==> src/rtl/note_ctrl_if.sv <==
// note_ctrl_if -- MIDI byte stream handshake.
//   midi_byte  : received MIDI byte (source -> voice)
//   midi_valid : midi_byte valid this cycle (source -> voice)
//   midi_ready : voice can take a byte (voice -> source); a byte moves on
//                a rising edge where midi_valid && midi_ready
interface note_ctrl_if;
  logic [7:0] midi_byte;
  logic       midi_valid;
  logic       midi_ready;

  modport master (output midi_byte, output midi_valid, input  midi_ready);
  modport slave  (input  midi_byte, input  midi_valid, output midi_ready);
endinterface

==> src/rtl/note_ctrl.sv <==
// note_ctrl -- monophonic MIDI voice controller (last-note priority).
// Parses note-on/note-off for one MIDI channel (running status supported),
// converts the note number into an NCO phase increment by repeated
// subtraction of 12 (octave count) followed by a table lookup and shift.
//   clk, rst_n  : clock, async active-low reset
//   midi        : byte stream handshake (slave side)
//   step_size   : NCO phase increment
//   note_vel    : velocity of the current note
//   note_active : a note is sounding
//   cur_note    : current / last note number
module note_ctrl #(
  parameter int CHANNEL = 0
) (
  input  logic        clk,
  input  logic        rst_n,
  note_ctrl_if.slave  midi,
  output logic [15:0] step_size,
  output logic [6:0]  note_vel,
  output logic        note_active,
  output logic [6:0]  cur_note
);
  localparam logic [3:0] CH = 4'(CHANNEL);

  // Top-octave phase increments: round(8372.018*2^(k/12)*65536/96000)
  localparam logic [15:0] STEP_TOP [0:11] = '{
    16'd5715, 16'd6055, 16'd6415, 16'd6797, 16'd7201, 16'd7629,
    16'd8083, 16'd8563, 16'd9072, 16'd9612, 16'd10184, 16'd10789
  };

  typedef enum logic [2:0] {IDLE, D1, D2, DIV, LOAD} state_t;

  state_t     state;
  logic       ready_q;
  logic       rs_valid;   // running status refers to our note-on/off
  logic       rs_on;      // running status is note-on (0x9n)
  logic [6:0] note_q;
  logic [6:0] vel_q;
  logic [6:0] rem;
  logic [3:0] oct;

  logic       acc;
  logic [7:0] b;

  assign midi.midi_ready = ready_q;
  assign acc = midi.midi_valid && ready_q;
  assign b   = midi.midi_byte;

  always_ff @(posedge clk or negedge rst_n) begin
    if (!rst_n) begin
      state       <= IDLE;
      ready_q     <= 1'b1;
      rs_valid    <= 1'b0;
      rs_on       <= 1'b0;
      note_q      <= '0;
      vel_q       <= '0;
      rem         <= '0;
      oct         <= '0;
      step_size   <= '0;
      note_vel    <= '0;
      note_active <= 1'b0;
      cur_note    <= '0;
    end else begin
      case (state)
        IDLE, D1, D2: begin
          if (acc) begin
            if (b[7]) begin
              if (b >= 8'hF8) begin
                // real-time: transparent to the parser
              end else if (b >= 8'hF0) begin
                rs_valid <= 1'b0;
                state    <= IDLE;
              end else begin
                rs_on <= b[4];
                if ((b[7:4] == 4'h9 || b[7:4] == 4'h8) && b[3:0] == CH) begin
                  rs_valid <= 1'b1;
                  state    <= D1;
                end else begin
                  rs_valid <= 1'b0;
                  state    <= IDLE;
                end
              end
            end else if (state == D2) begin
              if (rs_on && b[6:0] != 7'd0) begin
                vel_q   <= b[6:0];
                rem     <= note_q;
                oct     <= '0;
                ready_q <= 1'b0;
                state   <= DIV;
              end else begin
                // note-off (or note-on with zero velocity)
                if (note_q == cur_note) note_active <= 1'b0;
                state <= D1;
              end
            end else if (state == D1 || rs_valid) begin
              note_q <= b[6:0];
              state  <= D2;
            end
          end
        end
        DIV: begin
          if (rem >= 7'd12) begin
            rem <= rem - 7'd12;
            oct <= oct + 4'd1;
          end else begin
            state <= LOAD;
          end
        end
        LOAD: begin
          step_size   <= STEP_TOP[rem[3:0]] >> (4'd10 - oct);
          note_vel    <= vel_q;
          cur_note    <= note_q;
          note_active <= 1'b1;
          ready_q     <= 1'b1;
          state       <= D1;
        end
        default: begin
          state   <= IDLE;
          ready_q <= 1'b1;
        end
      endcase
    end
  end
endmodule

==> src/flat_wrapper.sv <==
// flat-port wrapper written by rule: the top's interface ports become plain ports
module note_ctrl_flat 
#(
  parameter int CHANNEL = 0
)
  (clk, rst_n, step_size, note_vel, note_active, cur_note, midi_midi_byte, midi_midi_valid, midi_midi_ready);
  note_ctrl_if midi_i ();
  input  logic clk;
  input  logic rst_n;
  output logic [15:0] step_size;
  output logic [6:0] note_vel;
  output logic note_active;
  output logic [6:0] cur_note;
  input wire logic [$bits(midi_i.midi_byte)-1:0] midi_midi_byte;
  input wire logic [$bits(midi_i.midi_valid)-1:0] midi_midi_valid;
  output wire logic [$bits(midi_i.midi_ready)-1:0] midi_midi_ready;
  assign midi_i.midi_byte = midi_midi_byte;
  assign midi_i.midi_valid = midi_midi_valid;
  assign midi_midi_ready = midi_i.midi_ready;
  note_ctrl #(.CHANNEL(CHANNEL)) u_core (.clk(clk), .rst_n(rst_n), .midi(midi_i), .step_size(step_size), .note_vel(note_vel), .note_active(note_active), .cur_note(cur_note));
endmodule
==> config.mk <==
export PLATFORM = sky130hd
export DESIGN_NAME = note_ctrl_flat
export DESIGN_NICKNAME = d
export VERILOG_FILES = /design/src/rtl/note_ctrl_if.sv /design/src/rtl/note_ctrl.sv /design/src/flat_wrapper.sv
export SDC_FILE = /design/constraint.sdc
export NUM_CORES = 1
export LEC_CHECK = 0
export BUFFER_PORTS_ARGS = -buffer_cell sky130_fd_sc_hd__buf_2
export CAP_MARGIN = 25
export CORE_MARGIN = 2
export CORE_UTILIZATION = 50
export DETAILED_ROUTE_END_ITERATION = 6
export PLACE_DENSITY = 0.76
export SYNTH_ARGS = -nofsm -noshare
export SYNTH_HDL_FRONTEND = slang
export SYNTH_SLANG_ARGS = --single-unit
==> constraint.sdc <==
create_clock -name clk -period 3.25 [get_ports clk]
set_clock_uncertainty 0.2 [all_clocks]
set_input_delay 0.975 -clock clk [delete_from_list [all_inputs] [get_ports clk]]
set_output_delay 0.975 -clock clk [all_outputs]
set_load 0.005 [all_outputs]
* Word-level counts from Yosys, hierarchy flattened *
Memory sizes are Yosys's and may differ from the RTL's.
Index checks and enable logic that the tools add are counted.

storage, ports and cells
  register bits = 62
  memory bits (read-only) = 256
  bits of input ports = 11
  output and inout port bits = 32
  word-level logic and storage cells = 100
  memories kept = 1

cells by class
  add/subtract/negate cells = 3
  order comparisons = 4
  equal/unequal tests = 17
  shift-type cells = 1
  multiplexer cells = 37
  bitwise operators = 6
  reduce and logical (&&, ||, !) cells = 19

memories
  name              words  width  rd ports  clocked after Yosys merged registers in  write ports  RTL line          source
  (name not given)  16     16     1         0                                        0            note_ctrl.sv:109  step_size <= STEP_TOP[rem[3:0]] >> (4'd10 - oct);

operators by type and width
  operator                                                           number
  2-to-1 mux 7 bit                                                   5
  2-to-1 mux 16 bit                                                  2
  2-to-1 mux 3 bit                                                   7
  2-to-1 mux 4 bit                                                   5
  AND reduction 5 bit                                                4
  greater-or-equal comparator 8 bit, second input constant           2
  right shift 16 x 4 -> 16 bit                                       1
  one-hot mux 7 bit (2 select lines)                                 1
  2-to-1 mux 1 bit                                                   12
  AND reduction 6 bit                                                2
  != test 2 x 1 -> 1 bit, second input constant                      5
  one-hot mux 3 bit (3 select lines)                                 1
  == test 4 bit, second input constant                               2
  one-hot mux 4 bit (2 select lines)                                 1
  AND reduction 4 bit                                                2
  == test 7 bit                                                      1
  greater-or-equal comparator 7 x 4 -> 1 bit, second input constant  1
  nonzero test 7 bit                                                 1
  subtractor 7 x 4 -> 7 bit, second input constant                   1
  == test 3 x 2 -> 1 bit, second input constant                      2
  != test 2 bit, second input constant                               3
  greater-or-equal comparator 5 bit, second input constant           1
  inverter 1 bit                                                     5
  inverter 4 -> 5 bit                                                1
  14 further kinds                                                   19

* Logic depth before layout (Yosys ltp) *
Gate-level depths: netlist of the first run.

  depth in word-level cells = 9
  depth in mapped cells = 9
  depth with buffers taken out = 8

* Worst setup path after synthesis of the first run *
Ideal clock, no wire load.

  path type = input port to flip-flop
  start = input midi_midi_byte[7]
  end = register u_core.vel_q[1]
  setup time = 0.125 ns
  arrival time = 2.345 ns
  slack = 0.580 ns
  stages on the path = 5
  path buffers = 2
  path through = clkbuf_1 or4_4 nor2_2 buf_4 mux2_2

between the ends
  cells in the longest elaborated chain, start to end = 2

RTL lines
  element                               RTL line            source
  start: declaration                    flat_wrapper.sv:14  input wire logic [$bits(midi_i.midi_byte)-1:0] midi_midi_byte;
  inverter 1 bit (no source line)       n/a
  AND reduction 5 bit (no source line)  n/a
  end signal: assignment                note_ctrl.sv:84     vel_q <= b[6:0];
  end: declaration                      note_ctrl.sv:37     logic [6:0] vel_q;

No other way between the ends.
A chain may end at the register's enable or synchronous reset.

* Worst setup path in the final report of the first run *
  start = register u_core.rem[0]
  end = register u_core.step_size[0]

between the ends
  cells in the longest elaborated chain, start to end = 5

RTL lines
  element                                               RTL line          source
  start: declaration                                    note_ctrl.sv:38   logic [6:0] rem;
  start signal: assignment                              note_ctrl.sv:85   rem <= note_q;
  start signal: assignment                              note_ctrl.sv:102  rem <= rem - 7'd12;
  inverter 4 -> 5 bit (not written as such)             note_ctrl.sv:109
  memory (16 x 16 bit)                                  n/a
  2-to-1 mux 16 bit (not written as such) (2 in a row)  note_ctrl.sv:109
  right shift 16 x 4 -> 16 bit                          note_ctrl.sv:109
  end signal: assignment                                note_ctrl.sv:109
  end: declaration                                      note_ctrl.sv:17   output logic [15:0] step_size,

No other way between the ends. The select of a mux whose other input is x is not followed.

==> metrics, run 1 <==
Initial Util 0.518; P&R area growth vs syn 13.0%; DRC Markers 0; data required time at the worst endpoint 3.29 ns; cell-by-cell trace of the critical path inv_1 > ha_1 > o21ai_1 > o31ai_1 > mux2i_1 > a221oi_1 > nor3_1 > a221o_1; cell at the slowest stage of the critical path sky130_fd_sc_hd__dfrtp_1; measured slew at the worst slew-check pin 0.899 ns; worst-skew pair later-pin latency 0.35 ns; top area cells in the synthesized netlist sky130_fd_sc_hd__dfrtp_1 39%, sky130_fd_sc_hd__nand2_1 7.8%, sky130_fd_sc_hd__mux2_2 5.1%; Cell Pwr Density 1060 mW/mm^2; post-synth cell types 68; switching share of power 0.445; maximum root-to-sink buffer count 2; aggregate negative setup slack 0 ns; clock slew at the register clock pins of the worst setup and hold paths 0.07 ns; number of antenna violations at the first check in global routing 0; clock network power share 0.182; horizontal extent of the die 90.9 um; WS Path Type flop to flop; depth of the most critical reg-to-reg path 8; cell area after synthesis 0.00378 sq mm; part of the power in registers 0.301; post-route worst setup slack 0.563 ns; post-CTS setup buffers 0; CP Launch Point u_core.rem[0]$_DFFE_PN0P_; Final Max Slew Viols 0; beginning of the worst hold path u_core.vel_q[4]$_DFFE_PN0P_; Buffers & Inverters on Critical Path 1; Adder-Cell Fraction of Synth Area 0.0331; number of hold-repair buffers added at the cts stage 0; post-placement setup slack 0.492 ns; most instantiated flip-flop cell in the synthesis netlist sky130_fd_sc_hd__dfrtp_1; endpoint of the most critical register-to-register path u_core.step_size[0]$_DFFE_PN0N_; Vias 3,261; Max stage delay on crit path 0.51 ns; 1st-iter DRT viols 338; average detailed-routed wire length per instance 16.8 um; leakage dissipation 0.00194 uW; detailed-routing iteration count for the pre-antenna-repair pass 5; share of post-route cells with drive strength above 1 0.221; share of the synthesized area in compound gates (AO/OA/AOI/OAI) 0.209; root buf cell sky130_fd_sc_hd__clkbuf_8; Data arrival, critical path 2.73 ns; number of diodes added for antenna fixing 0; sequential area share after synthesis 0.398; CP startpoint kind flop; buffers added on ports 40; average cell area after synthesis 8.88 sq um; share of synthesized area spent on multiplexers 0.0693; Max transition margin 0.400; detailed-route wire length 9.42 mm; number of warnings printed during yosys synthesis 0; clock sink count 60; remaining antenna violation count after routing 0; total overflow reported by the global router 0; max frequency 372 MHz; family with the most delay on the worst path compound AO/OA/AOI/OAI gates; combinational family with the most area after synthesis compound AO/OA/AOI/OAI gates; P_int 2500 uW; placer congestion estimate 0.941; Die Y-Extent 90.9 um; post-synthesis share of cell area spent on and, or, nand and nor gates 0.203; XOR/XNOR share of the synthesized area 0.0345; Clock H-tree levels 3; r2r startpoint u_core.rem[0]$_DFFE_PN0P_; Synth area leader sky130_fd_sc_hd__dfrtp_1; number of instances in the synthesized netlist 425; num rows 31; ratio of routed vias to standard cells 5.82; count of flip-flops with a built-in enable after synthesis 0; first-pass GRT wire length 15.7 mm; setup violators final 0; async set or reset register ratio after synthesis 1.00; final hold viol count 0; maximum capacitance violations 0; detailed placer's ending HPWL 6.62 mm; share of Yosys cell area claimed by the top area cell type 0.391; layout net count 477; die footprint 0.00826 sq mm; share of total power in combinational logic 0.516; Period Utilization, post-route 0.827; maximum number of pins on one net before global-route repair 61; register-to-register path setup slack 0.56 ns; post-cts gate resize count 0; Top-Level Pins 43; outcome finished, final reports clean; clock buffer count from CTS 9; min-delay worst type flop to flop; RSZ-0062 raised after global routing no; Tmin final 2.69 ns; Worst Hold Path EP u_core.note_vel[4]$_DFFE_PN0N_; instance count along the most critical hold path 2; critical path endpoint category flop; via count of the first global-routing pass 3,120; TritonCTS clock tree built; maximum vdd drop 442 uV; core area 0.00729 sq mm; all-layer global routing usage 0.238; total of flip-flops plus latches after synthesis 60; highest net fanout along the worst path 10; switching power summed over all nets 2010 uW
kinds of logic (layout without fill, tap and decap cells):
logic type                 Yosys count  count (layout)
buffers and inverters               38              73
other                                1               2
muxes                               24              24
xor gates and xnor gates            14              14
AOI/OAI and AO/OA                  111             111
and+or+nand+nor                    167             167
adders and majority gates           10              10
DFF                                 60              60
final cells by class:
| type | instances | area, sq um |
|---|---|---|
| inverters | 6 | 22.5 |
| repair buffers | 51 | 295 |
| clock buffers | 9 | 124 |
| flip-flops and latches | 60 | 1500 |
| clock inverters | 7 | 115 |
| well taps | 99 | 124 |
| multi-input cells | 328 | 2080 |
| fillers | 654 | 3030 |
tightest hold or removal path, stage by stage (launching register included):
cell	delay, ns
sky130_fd_sc_hd__dfrtp_1	0.35
sky130_fd_sc_hd__nand2_1	0.05
sky130_fd_sc_hd__nand2_1	0.05
layer usage:
metal  part of all wire  vias to the layer above  global-route usage  wire [um]
li1                   -                     1566                   -          -
met1               0.44                     1561               0.323       4130
met2               0.49                      117               0.391       4630
met3              0.054                       17              0.0376        504
met4              0.016                        0              0.0758        151
met5                  0                        -                   0          0
stage by stage:
stage               cell area, sq um  instances  total power [uW]  hold slack (ns)   util
finish                          4270        560              4510            0.270  0.585
global route                    4270        560              4820            0.309  0.585
global placement                4030        544              3580            0.246  0.552
CTS                             4270        560              4480            0.274  0.585
floorplan                       3780        426              3050            0.235      -
detailed placement              4030        544              3650            0.257  0.552
power by group through the flow:
stage / combinational [uW] / sequential, uW / clock, uW
floorplan: 1830 / 1220 / 0
global placement: 2230 / 1350 / 0
detailed placement: 2280 / 1360 / 0
CTS: 2300 / 1350 / 830
global route: 2550 / 1400 / 865
finish: 2330 / 1360 / 823
worst max-delay path by stage:
stage                                      endpoint  slack, ns  depth (start not counted)
finish              u_core.step_size[0]$_DFFE_PN0N_       0.56                          8
global route        u_core.step_size[0]$_DFFE_PN0N_       0.31                          8
CTS                 u_core.step_size[0]$_DFFE_PN0N_       0.61                          8
detailed placement        u_core.oct[3]$_DFFE_PN0P_       0.49                          6
global placement          u_core.oct[3]$_DFFE_PN0P_       0.52                          6
floorplan               u_core.vel_q[1]$_DFFE_PN0P_       0.58                          5
synth_stat cells (5+ instances only):
library cell / number
sky130_fd_sc_hd__inv_1: 5
sky130_fd_sc_hd__nor2b_1: 5
sky130_fd_sc_hd__nand2b_1: 8
sky130_fd_sc_hd__nor2_1: 32
sky130_fd_sc_hd__clkbuf_1: 14
sky130_fd_sc_hd__buf_4: 5
sky130_fd_sc_hd__mux2i_1: 7
sky130_fd_sc_hd__o21ai_0: 23
sky130_fd_sc_hd__nand3_1: 12
sky130_fd_sc_hd__o21ai_1: 10
sky130_fd_sc_hd__mux2_2: 17
sky130_fd_sc_hd__dfrtp_1: 59
sky130_fd_sc_hd__o211ai_1: 8
sky130_fd_sc_hd__or3_1: 5
sky130_fd_sc_hd__nor3_1: 7
sky130_fd_sc_hd__nand4_1: 6
sky130_fd_sc_hd__buf_2: 9
sky130_fd_sc_hd__xnor2_1: 11
sky130_fd_sc_hd__nand2_1: 78
sky130_fd_sc_hd__ha_1: 10
sky130_fd_sc_hd__a21oi_1: 20
placed cells by master, fill, tap and decap left out, types with 5 or more instances in the layout:
cell                       count
sky130_fd_sc_hd__nand2_1      78
sky130_fd_sc_hd__dfrtp_1      59
sky130_fd_sc_hd__buf_2        40
sky130_fd_sc_hd__nor2_1       32
sky130_fd_sc_hd__o21ai_0      23
sky130_fd_sc_hd__a21oi_1      20
sky130_fd_sc_hd__mux2_2       17
sky130_fd_sc_hd__nand3_1      12
sky130_fd_sc_hd__xnor2_1      11
sky130_fd_sc_hd__o21ai_1      10
sky130_fd_sc_hd__ha_1         10
sky130_fd_sc_hd__buf_4        10
sky130_fd_sc_hd__clkbuf_8      9
sky130_fd_sc_hd__nand2b_1      8
sky130_fd_sc_hd__o211ai_1      8
sky130_fd_sc_hd__mux2i_1       7
sky130_fd_sc_hd__nor3_1        7
sky130_fd_sc_hd__nand4_1       6
sky130_fd_sc_hd__inv_1         5
sky130_fd_sc_hd__nor2b_1       5
sky130_fd_sc_hd__or3_1         5
flip-flops by register name (all words and copies together) (netlist names):
name                    count
u_core.rem                  7
u_core.rs_on                1
u_core.note_q               7
u_core.note_active          1
u_core.note_vel             7
u_core.cur_note             7
u_core.rs_valid             1
u_core.midi.midi_ready      1
u_core.step_size           14
u_core.oct                  4
u_core.state                3
u_core.vel_q                7
Power figures use the tool's default switching activity.
==> run 2: changes to the inputs <==
--- a/config.mk
+++ b/config.mk
@@ -10,7 +10,7 @@
 export CORE_MARGIN = 2
 export CORE_UTILIZATION = 50
 export DETAILED_ROUTE_END_ITERATION = 6
-export PLACE_DENSITY = 0.76
+export PLACE_DENSITY = 0.79
 export SYNTH_ARGS = -nofsm -noshare
 export SYNTH_HDL_FRONTEND = slang
 export SYNTH_SLANG_ARGS = --single-unit
==> constraint.sdc (replaced) <==
create_clock -name clk -period 2.19 [get_ports clk]
set_clock_uncertainty 0.2 [all_clocks]
set_input_delay 0.657 -clock clk [delete_from_list [all_inputs] [get_ports clk]]
set_output_delay 0.657 -clock clk [all_outputs]
set_load 0.005 [all_outputs]
==> run 2 against run 1 <==
Effect of this change: the flow now finishes with violations (negative setup slack); combinational power rose by 120%; flip-flop and latch count did not move; global-route usage rose by 2.9 points; clock-buffer cell count rose by 4; design area rose by 16%; via count rose by 14%; non-clock buffer count rose by 70; fmax rose by 22%; worst hold slack got worse by 0.0088 ns; register-to-register slack got worse by 0.58 ns.
==> metrics, run 2 (synthesized netlist as in run 1, its figures left out) <==
number of flip-flops under the largest register name 14 (unchanged); post-placement setup slack -0.190 ns (-0.682 ns); commonest cells after routing, fill and taps aside 78 x sky130_fd_sc_hd__nand2_1, 73 x sky130_fd_sc_hd__buf_4, 56 x sky130_fd_sc_hd__dfrtp_1; placer congestion estimate 0.956 (+1.6%); commonest non-fill, non-tap cell in the layout sky130_fd_sc_hd__nand2_1; CP startpoint kind flop; maximum number of pins on one net before global-route repair 35 (-43%); detailed-route wire length 11.1 mm (+17%); Vias 3,728 (+14%); total overflow reported by the global router 0 (unchanged); Top-Level Pins 43 (unchanged); Tmin final 2.20 ns (-0.483 ns); max frequency 454 MHz (+22%); Initial Util 0.518 (unchanged); hold_ws 0.261 ns (-0.00877 ns); clock sink count 60 (unchanged); setup violators final 3 (+3); detailed placer's ending HPWL 7.70 mm (+16%); highest net fanout along the worst path 4 (-6); core area 0.00729 sq mm (unchanged); P&R area growth vs syn 31.1%; share of post-route cells with drive strength above 1 0.370 (+0.149); Die Y-Extent 90.9 um (unchanged); core occupancy in the finished layout 0.679 (+0.0942); remaining antenna violation count after routing 0 (unchanged); average detailed-routed wire length per instance 17.6 um (+4.5%); WS Path Type flop to flop; Data arrival, critical path 2.25 ns (-0.48 ns); horizontal extent of the die 90.9 um (unchanged); TritonCTS clock tree built; number of antenna violations at the first check in global routing 0 (unchanged); failing checks negative setup slack; met1 capacity usage during global routing 0.326 (+0.00305); 1st-iter DRT viols 280 (-17%); all-layer global routing usage 0.266 (+0.0286); global-route track usage on met3 0.0659 (+0.0284); worst-skew pair later-pin latency 0.34 ns (about the same); RSZ-0062 raised after global routing yes; number of diodes added for antenna fixing 0 (unchanged); Cell Pwr Density 1610 mW/mm^2 (+52%); ratio of routed vias to standard cells 5.93 (+1.8%); min-delay worst type flop to flop; maximum vdd drop 728 uV (+65%); Period Utilization, post-route 1.01 (+0.180); first-pass GRT wire length 17.4 mm (+11%); outcome finished with violations; Clock H-tree levels 3 (unchanged); Final Max Slew Viols 0 (unchanged); # fillers 565 (-14%); post-route worst setup slack -0.0134 ns (-0.577 ns); final hold viol count 0 (unchanged); total area of sequential cells 0.00151 sq mm (+0.25%); buffers added on ports 40 (unchanged); num rows 31 (unchanged); leakage dissipation 0.00229 uW (+18%); area of combinational cells with multiple inputs 0.00226 sq mm (+8.5%); maximum capacitance violations 0 (unchanged); root buf cell sky130_fd_sc_hd__clkbuf_8; via count of the first global-routing pass 3,621 (+16%); met2 track utilization from global routing 0.450 (+0.0591); Tot Pwr 7970 uW (+77%); DRC Markers 0 (unchanged); layout net count 547 (+15%); aggregate negative setup slack -0.0300 ns (-0.0300 ns); clock slew at the register clock pins of the worst setup and hold paths 0.06 ns (about the same); maximum root-to-sink buffer count 2 (unchanged); clock buffer count from CTS 9 (unchanged); register containing the most flip-flops in the final layout u_core.step_size; detailed-routing iteration count for the pre-antenna-repair pass 5 (unchanged); data required time at the worst endpoint 2.24 ns (-1.05 ns); die footprint 0.00826 sq mm (unchanged); critical path endpoint category flop; highest-utilization routing layer at the global route stage met2
## run 2: changes by cell type in the layout (fill, tap and decap cells not counted), sizes merged
cell,change
clkinv,-1
buf,+69
dlygate4sd3,+1
clkbuf,+4
bufinv,-2
clkinvlp,-2
## run 2: cell type report
class / count / share of cell area
Tap cell: 99 / 0.0250
Multi-Input combinational cell: 328 / 0.456
Inverter: 6 / 0.00505
Sequential cell: 60 / 0.304
Clock inverter: 2 / 0.00707
Timing Repair Buffer: 121 / 0.173
Clock buffer: 13 / 0.0301
## run 2: metal layers
| layer | vias up | routed length (um) |
|---|---|---|
| met2 | 158 | 5410 |
| met1 | 1810 | 4590 |
| met4 | 0 | 362 |
| met3 | 37 | 689 |
| met5 | - | 0 |
| li1 | 1723 | - |
## run 2: what timing repair did
action,in CTS,in global routing
hold buffers,1,0
buffers inserted,2,5
endpoints found under the hold margin,9,0
gates resized for setup,17,24
pin swaps,6,12
endpoints found under the setup margin,10,25
## run 2: worst paths after layout
| kind | start | endpoint | slack, ns | cells after the start |
|---|---|---|---|---|
| hold reg to reg | u_core.vel_q[0]$_DFFE_PN0P_ | u_core.note_vel[0]$_DFFE_PN0N_ | 0.26 | 2 |
| hold / removal | u_core.vel_q[0]$_DFFE_PN0P_ | u_core.note_vel[0]$_DFFE_PN0N_ | 0.26 | 2 |
| min in group asynchronous | rst_n | u_core.step_size[4]$_DFFE_PN0N_ | 0.53 | 2 |
| max in group asynchronous | rst_n | u_core.midi.midi_ready$_DFFE_PN1P_ | 0.71 | 3 |
| setup / recovery | u_core.rem[0]$_DFFE_PN0P_ | u_core.step_size[1]$_DFFE_PN0N_ | -0.01 | 9 |
| setup reg to reg | u_core.rem[0]$_DFFE_PN0P_ | u_core.step_size[1]$_DFFE_PN0N_ | -0.01 | 9 |
## run 2: per-stage QoR
step	cell area, sq um	std cells
after global placement	4520	606
after global routing	4950	629
after detailed placement	4520	606
final	4950	629
after CTS	4810	624
after floorplan	3810	426
## run 2: where the power goes
part | switching [uW] | total, uW | internal (uW)
logic | 2630 | 5090 | 2460
clock network | 411 | 961 | 550
registers | 404 | 1920 | 1520
total | 3440 | 7970 | 4530
## run 2: critical path: stages, from the launching register on
cell                       delay (ns)
sky130_fd_sc_hd__dfrtp_2         0.41
sky130_fd_sc_hd__inv_4           0.06
sky130_fd_sc_hd__buf_6           0.12
sky130_fd_sc_hd__ha_4            0.14
sky130_fd_sc_hd__nor2b_4         0.12
sky130_fd_sc_hd__o31ai_4         0.31
sky130_fd_sc_hd__o21ai_1         0.09
sky130_fd_sc_hd__o22a_1          0.20
sky130_fd_sc_hd__mux2_4          0.29
sky130_fd_sc_hd__a211oi_2        0.18
==> run 3: changes to the inputs <==
--- a/config.mk
+++ b/config.mk
@@ -8,9 +8,10 @@
 export BUFFER_PORTS_ARGS = -buffer_cell sky130_fd_sc_hd__buf_2
 export CAP_MARGIN = 25
 export CORE_MARGIN = 2
-export CORE_UTILIZATION = 50
+export CORE_UTILIZATION = 35
 export DETAILED_ROUTE_END_ITERATION = 6
-export PLACE_DENSITY = 0.79
+export PLACE_DENSITY_LB_ADDON = 0.3
+export SKIP_CTS_REPAIR_TIMING = 1
 export SYNTH_ARGS = -nofsm -noshare
 export SYNTH_HDL_FRONTEND = slang
 export SYNTH_SLANG_ARGS = --single-unit
==> run 3 against run 2 <==
Effect of this change: the run still ends with negative setup slack left; die area increased by 41%; clock power grew 13%; via count decreased by 4.3%; first-iteration DRC count fell by 48%; design area rose by 2.2%; sequential power shrank 2%; largest power group unchanged; setup slack worse by 0.093 ns; worst hold slack worse by 0.16 ns.
==> metrics, run 3 (synthesized netlist as in run 1, its figures left out) <==
met2 track utilization from global routing 0.300 (-0.150); core area 0.0104 sq mm (+43%); remaining antenna violation count after routing 0 (unchanged); Top-Level Pins 43 (unchanged); CP startpoint kind flop; root buf cell sky130_fd_sc_hd__clkbuf_8; P&R area growth vs syn 34.1%; highest net fanout along the worst path 8 (+4); via count of the first global-routing pass 3,465 (-4.3%); maximum root-to-sink buffer count 2 (unchanged); leakage dissipation 0.00233 uW (+1.7%); Period Utilization, post-route 1.05 (+0.0424); Die Y-Extent 108 um (+19%); maximum capacitance violations 0 (unchanged); P_int 4690 uW (+3.6%); critical path endpoint category flop; Final Max Slew Viols 0 (unchanged); commonest non-fill, non-tap cell in the layout sky130_fd_sc_hd__nand2_1; switching share of power 0.418 (-0.0140); detailed-routing iteration count for the pre-antenna-repair pass 4 (-1); failing checks negative setup slack; part of the power in registers 0.234 (-0.007); RSZ-0062 raised after global routing yes; total overflow reported by the global router 0 (unchanged); commonest cells after routing, fill and taps aside 78 x sky130_fd_sc_hd__nand2_1, 76 x sky130_fd_sc_hd__buf_4, 57 x sky130_fd_sc_hd__dfrtp_1; data required time at the worst endpoint 2.21 ns (-0.03 ns); maximum vdd drop 634 uV (-13%); Tmin final 2.30 ns (+0.0930 ns); global-route track usage on met3 0.0448 (-0.0211); post-placement cell count 650 (+7.3%); detailed-route wire length 10.8 mm (-2.6%); placer congestion estimate 0.917 (-4.1%); # fillers 1,003 (+78%); Clock H-tree levels 3 (unchanged); all-layer global routing usage 0.187 (-0.0797); share of post-route cells with drive strength above 1 0.376 (+0.00659); clock slew at the register clock pins of the worst setup and hold paths 0.07 ns (about the same); maximum number of pins on one net before global-route repair 61 (+74%); num rows 37 (+19%); detailed placer's ending HPWL 7.83 mm (+1.7%); die footprint 0.0116 sq mm (+41%); final hold viol count 0 (unchanged); 1st-iter DRT viols 145 (-48%); outcome finished with violations; horizontal extent of the die 108 um (+19%); max frequency 435 MHz (-4.0%); non-filler cells in the finished layout 670 (+6.5%); clock sink count 60 (unchanged); Initial Util 0.363 (-0.155); min-delay worst type input port to asynchronous set/reset pin; WS Path Type flop to flop; number of antenna violations at the first check in global routing 0 (unchanged); layout net count 550 (+0.55%); switching power summed over all nets 3370 uW (-2.2%); highest-utilization routing layer at the global route stage met2; Cell Pwr Density 1590 mW/mm^2 (-1.1%); average detailed-routed wire length per instance 16.1 um (-8.6%); Data arrival, critical path 2.31 ns (+0.06 ns); DRC Markers 0 (unchanged); number of flip-flops under the largest register name 14 (unchanged); clock network power share 0.135 (+0.014); TritonCTS clock tree built; share of total power in combinational logic 0.631 (-0.008); register containing the most flip-flops in the final layout u_core.step_size; post-route worst setup slack -0.106 ns (-0.0930 ns); worst-skew pair later-pin latency 0.33 ns (about the same); hold_ws 0.105 ns (-0.156 ns); buffers added on ports 40 (unchanged); first-pass GRT wire length 17.1 mm (-1.9%); clock buffer count from CTS 9 (unchanged); ratio of routed vias to standard cells 5.33 (-10%); Vias 3,569 (-4.3%); number of diodes added for antenna fixing 0 (unchanged); met1 capacity usage during global routing 0.247 (-0.0795); setup violators final 8 (+5)
[run 3: cell types whose count changed in the layout (fill, tap and decap cells not counted), moves of 2 or more]
cell | previous run | this run
sky130_fd_sc_hd__buf_12 | 2 | 5
sky130_fd_sc_hd__buf_4 | 73 | 76
sky130_fd_sc_hd__clkbuf_1 | 3 | 0
sky130_fd_sc_hd__clkbuf_8 | 10 | 13
sky130_fd_sc_hd__buf_6 | 5 | 3
sky130_fd_sc_hd__ha_2 | 2 | 4
sky130_fd_sc_hd__mux2i_1 | 6 | 4
sky130_fd_sc_hd__mux2i_2 | 1 | 3
sky130_fd_sc_hd__nand3_1 | 10 | 12
sky130_fd_sc_hd__nand3_2 | 2 | 0
sky130_fd_sc_hd__o21ai_0 | 19 | 21
sky130_fd_sc_hd__o21ai_1 | 14 | 12
[run 3: final timing paths]
| path | from | endpoint | slack (ns) | cells after the start |
|---|---|---|---|---|
| worst max-delay path | u_core.rem[0]$_DFFE_PN0P_ | u_core.step_size[5]$_DFFE_PN0N_ | -0.11 | 9 |
| min in group clk | u_core.vel_q[5]$_DFFE_PN0P_ | u_core.note_vel[5]$_DFFE_PN0N_ | 0.27 | 2 |
| worst min-delay path | rst_n | u_core.step_size[4]$_DFFE_PN0N_ | 0.11 | 2 |
| worst max register to register | u_core.rem[0]$_DFFE_PN0P_ | u_core.step_size[5]$_DFFE_PN0N_ | -0.11 | 9 |
| worst min register to register | u_core.vel_q[5]$_DFFE_PN0P_ | u_core.note_vel[5]$_DFFE_PN0N_ | 0.27 | 2 |
| max in group asynchronous | rst_n | u_core.midi.midi_ready$_DFFE_PN1P_ | 1.35 | 2 |
[run 3: final cells by class]
class | instances | area (sq um) | area share
Clock buffer | 13 | 179 | 0.0353
Clock inverter | 3 | 42.5 | 0.00840
Inverter | 6 | 25.0 | 0.00494
Multi-Input combinational cell | 328 | 2240 | 0.442
Sequential cell | 60 | 1510 | 0.297
Tap cell | 136 | 170 | 0.0336
Timing Repair Buffer | 124 | 905 | 0.179
[run 3: routing by layer]
layer | up-vias | part of all wire
met5 | - | 0
met4 | 0 | 0.020
met3 | 20 | 0.041
met2 | 82 | 0.48
met1 | 1748 | 0.46
li1 | 1719 | -
[run 3: power groups by stage]
stage,logic [uW],registers (uW),clock network (uW)
final,5080,1880,1090
after global routing,5550,1940,1170
after CTS,4600,1880,1110
after detailed placement,4580,1900,0
after global placement,4540,1880,0
after floorplan,2740,1820,0
[run 3: critical path, stage by stage, from the launching register on]
cell and delay, ns:
sky130_fd_sc_hd__dfrtp_2 0.45, sky130_fd_sc_hd__inv_4 0.07, sky130_fd_sc_hd__ha_2 0.32, sky130_fd_sc_hd__nor2_1 0.26, sky130_fd_sc_hd__o21ai_0 0.17, sky130_fd_sc_hd__nand4_1 0.12, sky130_fd_sc_hd__o21ai_0 0.17, sky130_fd_sc_hd__buf_4 0.18
sky130_fd_sc_hd__a21oi_1 0.14, sky130_fd_sc_hd__o211ai_1 0.09
[run 3: per-stage QoR]
step / utilization / TNS (ns) / total power (uW) / area (sq um) / setup slack, ns
floorplan: - / -0.00455 / 4560 / 3810 / -0.00152
global placement: 0.447 / -2.56 / 6420 / 4650 / -0.177
detailed placement: 0.447 / -3.15 / 6480 / 4650 / -0.189
CTS: 0.468 / -0.822 / 7600 / 4880 / -0.128
global route: 0.486 / -1.25 / 8660 / 5060 / -0.185
finish: 0.486 / -0.454 / 8060 / 5060 / -0.106
